===== config.mk =====
export PLATFORM = sky130hd
export DESIGN_NAME = spi_master_ctrl_flat
export DESIGN_NICKNAME = d
export VERILOG_FILES = /design/src/rtl/spi_master_ctrl_if.sv /design/src/rtl/spi_master_ctrl.sv /design/src/flat_wrapper.sv
export SDC_FILE = /design/constraint.sdc
export NUM_CORES = 1
export LEC_CHECK = 0
export BUFFER_PORTS_ARGS = -buffer_cell sky130_fd_sc_hd__buf_2
export CORE_MARGIN = 4
export CORE_UTILIZATION = 35
export CTS_CLUSTER_SIZE = 20
export DETAILED_ROUTE_END_ITERATION = 12
export PLACE_DENSITY = 0.67
export RECOVER_POWER = 50
export SETUP_SLACK_MARGIN = 0.02
export SLEW_MARGIN = 0
export SYNTH_ARGS = -nofsm -noshare
export SYNTH_HDL_FRONTEND = slang
export SYNTH_SLANG_ARGS = --single-unit

===== constraint.sdc =====
create_clock -name clk -period 1.55 [get_ports clk]
set_input_delay 0.31 -clock clk [delete_from_list [all_inputs] [get_ports clk]]
set_output_delay 0.31 -clock clk [all_outputs]
set_load 0.02 [all_outputs]

===== src/rtl/spi_master_ctrl_if.sv =====
// spi_master_ctrl_if
//   Bundles the host-side request/response signals and the SPI pins of the
//   SPI initiator.
//   master modport : the controller (drives busy/done/rd_*, SS_n, MOSI)
//   slave modport  : the host plus the SPI slave (drives start/cmd/wdata, MISO)
//   start    host request pulse
//   cmd      2-bit frame command
//   wdata    8-bit payload
//   busy     frame in progress
//   done     one-cycle end-of-frame pulse
//   rd_data  last byte received on MISO
//   rd_valid one-cycle pulse with done for read-data frames
//   SS_n     slave select, active low
//   MOSI     serial out, MSB first
//   MISO     serial in, MSB first
interface spi_master_ctrl_if;
    logic       start;
    logic [1:0] cmd;
    logic [7:0] wdata;
    logic       busy;
    logic       done;
    logic [7:0] rd_data;
    logic       rd_valid;
    logic       SS_n;
    logic       MOSI;
    logic       MISO;

    modport master (
        input  start, cmd, wdata, MISO,
        output busy, done, rd_data, rd_valid, SS_n, MOSI
    );

    modport slave (
        output start, cmd, wdata, MISO,
        input  busy, done, rd_data, rd_valid, SS_n, MOSI
    );
endinterface


===== src/rtl/spi_master_ctrl.sv =====
// spi_master_ctrl
//   SPI initiator: turns a {cmd, wdata} request into one serial frame on
//   SS_n/MOSI and, for read-data frames (cmd=11), shifts 8 bits back in on
//   MISO after RD_LAT wait cycles.
//   clk  : system clock, rising edge
//   rst  : asynchronous active-high reset
//   bus  : spi_master_ctrl_if.master (request, status, SPI pins)
//   RD_LAT : wait cycles between last MOSI bit and first MISO sample (1..15)
//   GAP    : SS_n high cycles between frames (1..7)
module spi_master_ctrl #(
    parameter int RD_LAT = 2,
    parameter int GAP    = 1
) (
    input  logic                clk,
    input  logic                rst,
    spi_master_ctrl_if.master   bus
);

    localparam int MAXV  = (RD_LAT > 10) ? ((RD_LAT > GAP) ? RD_LAT : GAP)
                                         : ((GAP > 10) ? GAP : 10);
    localparam int CNT_W = $clog2(MAXV + 1);
    // busy stays high on STOP entry only when the gap is longer than one cycle
    localparam logic STOP_BUSY = (GAP > 1);

    typedef enum logic [2:0] {
        S_IDLE, S_START, S_SHIFT, S_WAIT, S_READ, S_STOP
    } state_t;

    state_t             r_state;
    logic [CNT_W-1:0]   r_cnt;
    logic [9:0]         r_shift;
    logic               r_rd_cmd;
    logic [7:0]         r_rd_shift;
    logic               r_ss_n;
    logic               r_mosi;
    logic               r_busy;
    logic               r_done;
    logic               r_rd_valid;
    logic [7:0]         r_rd_data;

    logic               w_stop_last;
    logic               w_accept;
    logic [7:0]         w_rd_next;

    // busy drops for the last STOP cycle so a start held there launches the
    // next frame immediately, giving exactly GAP high cycles on SS_n.
    assign w_stop_last = (r_state == S_STOP) && (r_cnt == CNT_W'(GAP - 1));
    assign w_accept    = bus.start && ((r_state == S_IDLE) || w_stop_last);
    assign w_rd_next   = {r_rd_shift[6:0], bus.MISO};

    always_ff @(posedge clk or posedge rst) begin
        if (rst) begin
            r_state    <= S_IDLE;
            r_cnt      <= '0;
            r_shift    <= '0;
            r_rd_cmd   <= 1'b0;
            r_rd_shift <= '0;
            r_ss_n     <= 1'b1;
            r_mosi     <= 1'b0;
            r_busy     <= 1'b0;
            r_done     <= 1'b0;
            r_rd_valid <= 1'b0;
            r_rd_data  <= '0;
        end else begin
            r_done     <= 1'b0;
            r_rd_valid <= 1'b0;
            if (w_accept) begin
                r_shift  <= {bus.cmd, bus.wdata};
                r_rd_cmd <= (bus.cmd == 2'b11);
                r_busy   <= 1'b1;
                r_ss_n   <= 1'b0;
                r_mosi   <= bus.cmd[1];
                r_cnt    <= '0;
                r_state  <= S_START;
            end else begin
                case (r_state)
                    S_IDLE: begin
                        r_ss_n <= 1'b1;
                        r_mosi <= 1'b0;
                    end
                    S_START: begin
                        r_mosi  <= r_shift[9];
                        r_shift <= {r_shift[8:0], 1'b0};
                        r_cnt   <= '0;
                        r_state <= S_SHIFT;
                    end
                    S_SHIFT: begin
                        if (r_cnt == CNT_W'(9)) begin
                            r_mosi <= 1'b0;
                            r_cnt  <= '0;
                            if (r_rd_cmd) begin
                                r_state <= S_WAIT;
                            end else begin
                                r_ss_n  <= 1'b1;
                                r_done  <= 1'b1;
                                r_busy  <= STOP_BUSY;
                                r_state <= S_STOP;
                            end
                        end else begin
                            r_mosi  <= r_shift[9];
                            r_shift <= {r_shift[8:0], 1'b0};
                            r_cnt   <= r_cnt + CNT_W'(1);
                        end
                    end
                    S_WAIT: begin
                        if (r_cnt == CNT_W'(RD_LAT - 1)) begin
                            r_cnt   <= '0;
                            r_state <= S_READ;
                        end else begin
                            r_cnt <= r_cnt + CNT_W'(1);
                        end
                    end
                    S_READ: begin
                        r_rd_shift <= w_rd_next;
                        if (r_cnt == CNT_W'(7)) begin
                            r_ss_n     <= 1'b1;
                            r_done     <= 1'b1;
                            r_rd_valid <= 1'b1;
                            r_rd_data  <= w_rd_next;
                            r_busy     <= STOP_BUSY;
                            r_cnt      <= '0;
                            r_state    <= S_STOP;
                        end else begin
                            r_cnt <= r_cnt + CNT_W'(1);
                        end
                    end
                    S_STOP: begin
                        if (w_stop_last) begin
                            r_state <= S_IDLE;
                        end else begin
                            if (r_cnt == CNT_W'(GAP - 2)) r_busy <= 1'b0;
                            r_cnt <= r_cnt + CNT_W'(1);
                        end
                    end
                    default: begin
                        r_ss_n  <= 1'b1;
                        r_mosi  <= 1'b0;
                        r_busy  <= 1'b0;
                        r_cnt   <= '0;
                        r_state <= S_IDLE;
                    end
                endcase
            end
        end
    end

    assign bus.SS_n     = r_ss_n;
    assign bus.MOSI     = r_mosi;
    assign bus.busy     = r_busy;
    assign bus.done     = r_done;
    assign bus.rd_valid = r_rd_valid;
    assign bus.rd_data  = r_rd_data;

endmodule

===== src/flat_wrapper.sv =====
// flat-port wrapper written by rule: the top's interface ports become plain ports
module spi_master_ctrl_flat 
#(
    parameter int RD_LAT = 2,
    parameter int GAP    = 1
)
  (clk, rst, bus_start, bus_cmd, bus_wdata, bus_MISO, bus_busy, bus_done, bus_rd_data, bus_rd_valid, bus_SS_n, bus_MOSI);
  spi_master_ctrl_if bus_i ();
  input  logic clk;
  input  logic rst;
  input wire logic [$bits(bus_i.start)-1:0] bus_start;
  input wire logic [$bits(bus_i.cmd)-1:0] bus_cmd;
  input wire logic [$bits(bus_i.wdata)-1:0] bus_wdata;
  input wire logic [$bits(bus_i.MISO)-1:0] bus_MISO;
  output wire logic [$bits(bus_i.busy)-1:0] bus_busy;
  output wire logic [$bits(bus_i.done)-1:0] bus_done;
  output wire logic [$bits(bus_i.rd_data)-1:0] bus_rd_data;
  output wire logic [$bits(bus_i.rd_valid)-1:0] bus_rd_valid;
  output wire logic [$bits(bus_i.SS_n)-1:0] bus_SS_n;
  output wire logic [$bits(bus_i.MOSI)-1:0] bus_MOSI;
  assign bus_i.start = bus_start;
  assign bus_i.cmd = bus_cmd;
  assign bus_i.wdata = bus_wdata;
  assign bus_i.MISO = bus_MISO;
  assign bus_busy = bus_i.busy;
  assign bus_done = bus_i.done;
  assign bus_rd_data = bus_i.rd_data;
  assign bus_rd_valid = bus_i.rd_valid;
  assign bus_SS_n = bus_i.SS_n;
  assign bus_MOSI = bus_i.MOSI;
  spi_master_ctrl #(.RD_LAT(RD_LAT), .GAP(GAP)) u_core (.clk(clk), .rst(rst), .bus(bus_i));
endmodule

==> summary.txt <==
Outcome
  – Status: complete, but fails checks
  – Violated checks: negative setup slack

Route
  – Final ANT Viol Nets: 0
  – Drt drc: 0
  – Drt pass-1 iters: 4
  – Routed WL: 3910 um
  – Via count: 1,413
  – Drt wl/cell: 13.4 um
  – 1st-iter DRT viols: 76
  – Vias per Instance: 4.82

Logic synthesis
  – Mean post-synth cell area: 11.2 sq um
  – Post-synth top area cell: dfrtp_1
  – Synth Area in Adders: 2.01%
  – Post-Syn Area: 1870 sq um
  – Yosys synthesis warning count: 0
  – Ranking of synthesized cells by area: dfrtp_1, mux2_2, mux2i_1
  – Syn Inst Count: 166
  – XOR/XNOR Fraction of Synth Area: 1.41%
  – Mux share of post-synthesis cell area: 13.9%
  – Seq cells post-synth: 38
  – Seq/Total Area, Yosys: 51.0%
  – Yosys top cell area share: 49.6%
  – Simple-gate share of the synthesized area: 11.1%
  – Unique cell type count in the Yosys netlist: 39
  – Synth Area in Compound Gates: 15.2%
  – Mapped Nets: 183
  – Largest family of logic cells by synthesized area: compound AO/OA/AOI/OAI gates

Worst hold path
  – Worst Hold End: u_core.r_shift[0]
  – Worst hold stages: 3
  – Min-delay worst type: in2reg
  – Hold_sp: bus_wdata[0]

Critical path
  – Crit-path cells: ha_2 > nor2b_4 > a311oi_4 > buf_6 > mux2i_1 > o21ai_1
  – Crit path buf inv count: 1
  – R2r endpoint: u_core.r_shift[2]
  – Nature of the critical path endpoint: flop
  – Critical setup path kind: reg2reg
  – Crit Path Max Fanout: 5
  – Worst r2r src: u_core.r_cnt[0]
  – Critical path's largest stage delay: 0.42 ns
  – R2R setup slack: -0.09 ns
  – CP top delay family: flip-flops
  – WP data required: 1.73 ns
  – CP startpoint kind: flop
  – Slowest CP cell: dfrtp_1
  – R2R cell count: 6
  – Crit path DAT: 1.82 ns

Placed design
  – IO buf count: 26
  – Routability congestion estimate: 0.792
  – Sum of net half-perimeters after detailed placement: 2640 um

STA
  – Final Hold Viols: 0
  – Fmax: 609 MHz
  – RSZ-0062 raised after global routing: true
  – Max_slew headroom: 38.3%
  – Worst slew pin tran: 0.926 ns
  – Final Skew: 0.00560 ns
  – Setup ws final: -0.0923 ns
  – Slew Limit Fails: 0
  – Final Hold Slack: 0.226 ns
  – Finish-stage setup viols: 24
  – Share of the clock period used by the worst path: 106%
  – Crit path time final: 1.64 ns

Clock tree
  – CTS tree: built
  – Cts hold-fix bufs: 0
  – Clock transition at path regs: 0.08 ns
  – Clock Path Buffers: 2
  – Num Clock Sinks: 38
  – Clk_lat worst skew: 0.29 ns
  – CTS root buffer: clkbuf_8
  – H-tree levels: 2
  – Total CTS buffers: 5

Power
  – Flop pwr share: 31.3%
  – Combinational Power Share: 54.0%
  – Power Dens Cells: 1830 nW/um^2
  – Clk pwr share: 14.7%
  – Leakage Power: 0.00123 uW
  – P_int: 2970 uW
  – Design Power: 4740 uW
  – Switching Fraction: 37.3%
  – P_sw: 1770 uW
  – VDD IR max: 0.739 mV

GRT
  – Total global-route track usage: 12.7%
  – Global-route wire length before repair: 6340 um
  – Overflow after GRT: 0
  – Number of global-route vias before repair: 1,384
  – Initial antenna violation count: 0
  – Largest net degree at the start of global routing: 39

Floorplan
  – I/O pin count: 27
  – # rows: 26
  – Core Region: 5140 sq um
  – Starting density of the core: 36.3%
  – Die X: 81.0 um
  – Total die area: 6570 sq um
  – Die Span Y: 81.0 um

Final layout
  – Antenna diode count: 0
  – Fillers: 469
  – Nets: 239
  – Commonest cells after routing, fill and taps aside: dfrtp_1, buf_2, buf_4
  – Fraction of layout cells with a size suffix above 1: 52.5%
  – Commonest non-fill, non-tap cell in the layout: dfrtp_1
  – Layout Area Growth over Synthesis: 38.4%

Job
  – Max-cap violations: 0
kinds of logic (layout without fill, tap and decap cells):
logic type / Yosys count / count (layout)
AOI/OAI and AO/OA: 40 / 40
xor gates and xnor gates: 3 / 3
adders and majority gates: 3 / 3
buffers and inverters: 20 / 76
DFF: 38 / 38
muxes: 24 / 24
and+or+nand+nor: 38 / 39
flip-flops by register name, indices dropped and copies added (netlist names), 3 cells and up:
register and flops:
u_core.r_state 3, u_core.bus.rd_data 8, u_core.r_shift 10, u_core.r_rd_shift 7, u_core.r_cnt 4
worst reg2reg max path, delay by kind of cell, from the launching register on:
kind            cells  cell delay [ns]
mux                 1             0.19
flops               1             0.42
fa+ha+maj           1             0.19
compound gates      2             0.42
simple gates        1             0.13
buf+inv             1             0.18
layout make-up:
type,count,area (sq um),share of cell area [%]
Clock buffer,7,86.3,3.34
Clock inverter,1,5.00,0.194
Inverter,10,37.5,1.45
Multi-Input combinational cell,109,1010,39.0
Sequential cell,38,957,37.0
Tap cell,70,87.6,3.39
Timing Repair Buffer,58,403,15.6
worst max-delay path by stage:
| stage | startpoint | cells after the start | to |
|---|---|---|---|
| after floorplan | u_core.r_cnt[1] | 7 | u_core.r_shift[6] |
| after global placement | u_core.r_cnt[0] | 6 | u_core.r_shift[7] |
| after detailed placement | u_core.r_cnt[0] | 6 | u_core.r_shift[2] |
| after CTS | u_core.r_cnt[1] | 7 | u_core.r_shift[2] |
| after global routing | u_core.r_cnt[0] | 6 | u_core.r_shift[2] |
| final | u_core.r_cnt[0] | 6 | u_core.r_shift[2] |
synth_stat cells:
cell	instances
and2_1	2
a31oi_1	1
a21o_1	2
xnor2_1	2
xor2_1	1
mux2i_1	9
o22ai_1	1
mux2_2	15
nand3b_1	1
inv_1	10
o211ai_1	1
a211oi_1	1
dfrtp_1	37
nor2b_1	4
or3b_2	1
nand2_1	16
clkbuf_1	1
a2111oi_2	1
a21oi_1	6
o31ai_1	2
dfstp_2	1
nand2b_1	5
buf_6	1
o21ai_1	1
nor2_1	5
a311oi_2	1
o21a_1	1
nand4_1	1
a2111oi_4	1
nand3_1	2
ha_1	3
nand4bb_4	1
a221oi_1	3
buf_2	5
buf_4	3
o22a_1	1
a22oi_1	1
a211o_1	1
o21ai_0	15
metrics by stage:
step                utilization (%)  setup WS, ns  TNS, ns  area (sq um)  std cells
finish                         50.3       -0.0923   -0.939          2580        293
global route                   50.3        -0.172    -2.96          2580        293
CTS                            48.7       -0.0943    -1.30          2500        292
detailed placement             44.6        -0.124    -1.35          2290        279
global placement               44.6       -0.0832   -0.955          2290        279
floorplan                         -       -0.0895    -1.08          1930        166
power by group through the flow:
stage	Sequential, uW	Combinational, uW	Clock, uW
after CTS	1470	2350	724
final	1480	2560	694
after detailed placement	1470	2040	0
after global routing	1520	2790	756
after floorplan	1460	1380	0
after global placement	1470	2000	0
repair_timing:
action,4_1_cts,5_1_grt
buffers inserted,4,2
pin swaps,11,9
gates resized for setup,25,24
endpoints found under the hold margin,0,0
setup endpoints to repair,28,35
gates cloned,2,0
routing by layer:
layer	vias to the layer above	global-route usage, %	share of wire (%)	wire, um
met5	-	0	0	0
met4	0	5.74	1.0	40
met3	4	3.10	4.1	159
met2	32	20.9	48	1900
met1	683	15.6	46	1820
li1	694	-	-	-
(Power assumes the default switching activity.)
